$ cat config.mk
export PLATFORM = sky130hd
export DESIGN_NAME = bus_arbiter2
export DESIGN_NICKNAME = d
export VERILOG_FILES = /design/src/rtl/bus_arbiter2.sv
export SDC_FILE = /design/constraint.sdc
export NUM_CORES = 1
export LEC_CHECK = 0
export ABC_AREA = 1
export BUFFER_PORTS_ARGS = -buffer_cell sky130_fd_sc_hd__buf_2
export CAP_MARGIN = 10
export CORE_AREA = 3 3 169 171
export CTS_CLUSTER_DIAMETER = 50
export CTS_CLUSTER_SIZE = 12
export DETAILED_ROUTE_END_ITERATION = 16
export DIE_AREA = 0 0 172 174
export MAX_ROUTING_LAYER = met4
export PLACE_DENSITY = 0.33
export SYNTH_ARGS = -nofsm -noshare
export SYNTH_HDL_FRONTEND = slang
export SYNTH_SLANG_ARGS = --single-unit
$ cat constraint.sdc
create_clock -name clk -period 1.95 [get_ports clk]
set_input_delay 0.0975 -clock clk [delete_from_list [all_inputs] [get_ports clk]]
set_output_delay 0.0975 -clock clk [all_outputs]
set_load 0.05 [all_outputs]
$ cat src/rtl/bus_arbiter2.sv
// ---------------------------------------------------------------------------
// bus_arbiter2
//   Two-master arbiter in front of the single master port of the system BUS.
//   One master owns the bus at a time. Ties are broken round-robin using the
//   last-served pointer, and an owner that keeps requesting while the other
//   master waits is preempted after MAX_HOLD owned cycles (0 = never).
//
// Ports
//   clk, reset_n           rising-edge clock, asynchronous active-low reset
//   m0_* / m1_*            master request/write/address/write-data in,
//                          grant and read data out (owner only)
//   b_req/b_wr/b_addr/b_dout  routed copy of the owning master's request
//   b_grant/b_din          BUS grant and read data, returned to the owner
// ---------------------------------------------------------------------------
module bus_arbiter2 #(
  parameter int ADDR_W   = 16,
  parameter int DATA_W   = 64,
  parameter int MAX_HOLD = 8
) (
  input  logic              clk,
  input  logic              reset_n,
  input  logic              m0_req,
  input  logic              m0_wr,
  input  logic [ADDR_W-1:0] m0_addr,
  input  logic [DATA_W-1:0] m0_dout,
  output logic              m0_grant,
  output logic [DATA_W-1:0] m0_din,
  input  logic              m1_req,
  input  logic              m1_wr,
  input  logic [ADDR_W-1:0] m1_addr,
  input  logic [DATA_W-1:0] m1_dout,
  output logic              m1_grant,
  output logic [DATA_W-1:0] m1_din,
  output logic              b_req,
  output logic              b_wr,
  output logic [ADDR_W-1:0] b_addr,
  output logic [DATA_W-1:0] b_dout,
  input  logic              b_grant,
  input  logic [DATA_W-1:0] b_din
);

  localparam logic [1:0] ST_IDLE = 2'd0;
  localparam logic [1:0] ST_OWN0 = 2'd1;
  localparam logic [1:0] ST_OWN1 = 2'd2;

  // The hold counter reads 0 in the first owned cycle, so the owner is
  // preempted while the counter shows MAX_HOLD-1, i.e. in its last allowed cycle.
  localparam bit         HOLD_EN   = (MAX_HOLD != 0);
  localparam logic [7:0] HOLD_LAST = HOLD_EN ? 8'(MAX_HOLD - 1) : 8'd0;

  logic [1:0] state_q, state_d;
  logic       lp_q, lp_d;     // last-served master
  logic [7:0] hc_q, hc_d;     // consecutive owned cycles minus one

  // NOTE: every variable assigned in an always_comb gets a default first, so
  // no path through the case/if tree can leave it unassigned and infer a latch.
  always_comb begin
    state_d = state_q;
    case (state_q)
      ST_IDLE: begin
        if (m0_req && m1_req) state_d = lp_q ? ST_OWN0 : ST_OWN1;
        else if (m0_req)      state_d = ST_OWN0;
        else if (m1_req)      state_d = ST_OWN1;
      end
      ST_OWN0: begin
        if (!m0_req)                                     state_d = m1_req ? ST_OWN1 : ST_IDLE;
        else if (m1_req && HOLD_EN && hc_q == HOLD_LAST) state_d = ST_OWN1;
      end
      ST_OWN1: begin
        if (!m1_req)                                     state_d = m0_req ? ST_OWN0 : ST_IDLE;
        else if (m0_req && HOLD_EN && hc_q == HOLD_LAST) state_d = ST_OWN0;
      end
      default: state_d = ST_IDLE;
    endcase
  end

  always_comb begin
    lp_d = lp_q;
    if (state_d != state_q) begin
      if (state_d == ST_OWN0)      lp_d = 1'b0;
      else if (state_d == ST_OWN1) lp_d = 1'b1;
    end
  end

  always_comb begin
    hc_d = hc_q;
    if (state_d != state_q || state_q == ST_IDLE) hc_d = 8'd0;
    else if (hc_q != 8'hFF)                       hc_d = hc_q + 8'd1;
  end

  // NOTE: state flops use non-blocking assignments so every flop samples the
  // pre-edge values; the reset branch is asynchronous and takes priority.
  always_ff @(posedge clk or negedge reset_n) begin
    if (!reset_n) begin
      state_q <= ST_IDLE;
      lp_q    <= 1'b1;        // M0 wins the first tie after reset
      hc_q    <= 8'd0;
    end else begin
      state_q <= state_d;
      lp_q    <= lp_d;
      hc_q    <= hc_d;
    end
  end

  // Output mux is purely combinational from the registered owner, so the
  // request reaches the BUS in the first owned cycle. Reset forces IDLE,
  // which zeroes every output without waiting for a clock.
  logic own0, own1;
  assign own0 = (state_q == ST_OWN0);
  assign own1 = (state_q == ST_OWN1);

  always_comb begin
    b_req  = 1'b0;
    b_wr   = 1'b0;
    b_addr = '0;
    b_dout = '0;
    if (own0) begin
      b_req  = m0_req;
      b_wr   = m0_wr;
      b_addr = m0_addr;
      b_dout = m0_dout;
    end else if (own1) begin
      b_req  = m1_req;
      b_wr   = m1_wr;
      b_addr = m1_addr;
      b_dout = m1_dout;
    end
  end

  assign m0_grant = own0 & b_grant;
  assign m1_grant = own1 & b_grant;
  assign m0_din   = own0 ? b_din : '0;
  assign m1_din   = own1 ? b_din : '0;

endmodule

==> flow_metrics.tcl <==
set metrics [dict create \
    tns_ps 0 \
    period_share_pct 95.09 \
    drc 0 \
    critPathMaxFanout 43 \
    syn_nets 809 \
    io_buffers 442 \
    routed-wl-met3_um 1675 \
    worst-endpoint-arrival_ps 1760 \
    cap_violations 0 \
    route.vias.total 4995 \
    place_congestion 0.7885 \
    setup_viol 0 \
    dieArea_um2 29930 \
    ys_ff_latch 11 \
    hold_violations 0 \
    yosysUniqueCellTypes 25 \
    fin_ws_ps 95.73 \
    ios 443 \
    first_iter_violations 233 \
    slowest_delay_ps 550 \
    drive_gt1_share_pct 47.73 \
    grt_max_degree 77 \
    cp-start-kind "flop" \
    placed_cell_area_um2 5289 \
    crit_path_frequent_cell "nand2_1" \
    row_count 60 \
    routedWlPerCell_um 15.19 \
    endpoint_kind "output port" \
    worst_pin_slew_ps 467.4 \
    dpl.hpwl_um 17560 \
    hold_path_class "input port to flop" \
    viasPerCell 3.730 \
    p_per_area_nw_per_um2 1902 \
    netlist_instances 576 \
    m1WireLength_um 8001 \
    synth_ff_type "dfrtp_1" \
    pre_cts_ws_ps 204.6 \
    status "complete, no violations" \
    synth_seq_area_share_pct 10.55 \
    synth_edf_count 0 \
    grt_pass1_vias 4662 \
    wirelength_um 20340 \
    wl_met2_um 10410 \
    area_delta_synth_final_pct 108.5 \
    min_period_ps 1854 \
    slew_viol_final 0 \
    initial_core_util_pct 9.699 \
    yosysWarningCount 0 \
    cts_root_buf "clkbuf_16" \
    clock_path_buffers 2 \
    syn_avg_cell_area_um2 4.551 \
    crit_path_cell_trace "nor2_4 -> buf_12 -> nand2_1 -> nand2_1 -> buf_2" \
    numCtsBuffers 3 \
    grt_usage_pct 12.40 \
    antenna_found_initial 7 \
    cts.sinks 11 \
    clk_pin_slew_ps 40 \
    post_cts_buffers 0 \
    tritoncts "built" \
    overflow 0 \
    die_h_um 174 \
    syn-cell-area_um2 2621 \
    insertion_delay_ps 240 \
    cp.required_ps 1850 \
    rsz0062_at_grt "no" \
    num-nets-final 1225 \
    design_area_um2 5466 \
    synthArstFlopShare_pct 100.0 \
    path_class "flop to output port" \
    p_leak_nw 3.723 \
    htree_levels 1 \
    cp_slowest_cell "dfrtp_4" \
    vdd_drop_max_uv 843.3 \
    ant_nets 0 \
    fp.coreArea_um2 27030 \
    dr.max_layer_used "met4" \
    die_w_um 172 \
    drtPass1Iterations 4 \
    clock_skew_ps 1.184 \
    maxSlewHeadroom_pct 68.84 \
    fmax_mhz 539.3 \
    grt_pass1_wl_um 27700 \
]
==> cell families after synthesis <==
| group | after synthesis | synth area share, % |
|---|---|---|
| compound gates | 11 | 2.911 |
| flops | 11 | 10.55 |
| simple gates | 431 | 67.54 |
| fa+ha+maj | 2 | 0.9545 |
| xor+xnor | 2 | 0.6684 |
| buf+inv | 119 | 17.37 |
==> sequential cells by signal (all words and copies together) (netlist names) <==
name / flops
hc_q: 8
state_q: 2
lp_q: 1
==> cells in the final DEF (no fill, tap or decap), types with 2 or more instances in the layout <==
cell / instances
nand2_1: 184
inv_2: 3
a21oi_2: 4
buf_4: 10
nor2_1: 147
nor2_2: 2
buf_6: 3
o21bai_1: 2
clkbuf_4: 15
buf_2: 415
xor2_1: 2
diode_2: 7
clkbuf_16: 3
o21ai_0: 2
nor2_4: 2
buf_12: 8
inv_1: 75
nand2_2: 2
dfrtp_1: 9
nand3_1: 90
==> synthesized netlist by cell type (2+ instances only) <==
library cell  number  area (µm²)
nor2_1           148       555.5
xor2_1             2       17.52
o21ai_0            2       10.01
inv_2              2       7.510
buf_2              7       35.03
buf_1             10       37.54
nand2_1          185       694.4
o21bai_1           2       15.01
a21oi_2            4       35.03
ha_1               2       25.02
nor2_2             2       12.51
dfrtp_1           10       250.2
inv_1             76       285.3
clkbuf_1          24       90.09
nand3_1           90       450.4
==> worst paths after layout <==
path	start	endpoint	slack, ps	cells past startpoint
setup reg to reg	hc_q[0]$_DFFE_PN0P_	lp_q$_DFFE_PN1P_	220	13
hold / removal	m1_req	state_q[1]$_DFF_PN0_	260	3
setup / recovery	state_q[0]$_DFF_PN0_	b_addr[2]	100	5
max in group asynchronous	reset_n	lp_q$_DFFE_PN1P_	1410	2
hold reg to reg	lp_q$_DFFE_PN1P_	lp_q$_DFFE_PN1P_	480	2
min in group asynchronous	reset_n	hc_q[6]$_DFFE_PN0P_	270	2
==> power by group <==
| group | internal [mW] | switching (mW) |
|---|---|---|
| sequential | 0.287 | 0.0650 |
| combinational | 2.04 | 7.62 |
| clock | 0.275 | 0.103 |
| total | 2.61 | 7.79 |
==> final cells by class <==
type / count / area, µm²
Clock buffer: 4 / 78.83
Tap cell: 341 / 426.7
Timing Repair Buffer: 452 / 2469
Sequential cell: 11 / 280.3
Multi-Input combinational cell: 446 / 1902
Inverter: 78 / 292.8
Antenna cell: 7 / 17.52
Fill cell: 3226 / 21560
==> critical path: cells and delay by family, from the launching register on <==
kind	cells	cell delay, ps
buf+inv	2	490
flops	1	550
simple gates	3	450
==> through the flow <==
stage,utilization (%),power [mW],hold WS [ps],instances
after floorplan,-,7.470,-198.1,576
after global placement,19.57,10.14,-4.417,1327
final,20.23,10.40,255.4,1339
after detailed placement,19.57,10.06,-8.409,1327
after CTS,19.99,10.50,251.4,1332
after global routing,20.22,11.03,284.0,1338
==> repair_timing <==
action                                 CTS  global route
pin swaps                                0             2
setup endpoints to repair                9            48
cloned                                   0             0
hold buffers                             1             0
gates resized for setup                  9            18
endpoints found under the hold margin   11             0
==> per-layer routing <==
layer,GRT usage (%),vias up
met3,2.138,12
met4,2.961,0
met2,22.78,286
li1,-,2559
met1,13.81,2138
met5,-,-
(Power assumes the default switching activity.)
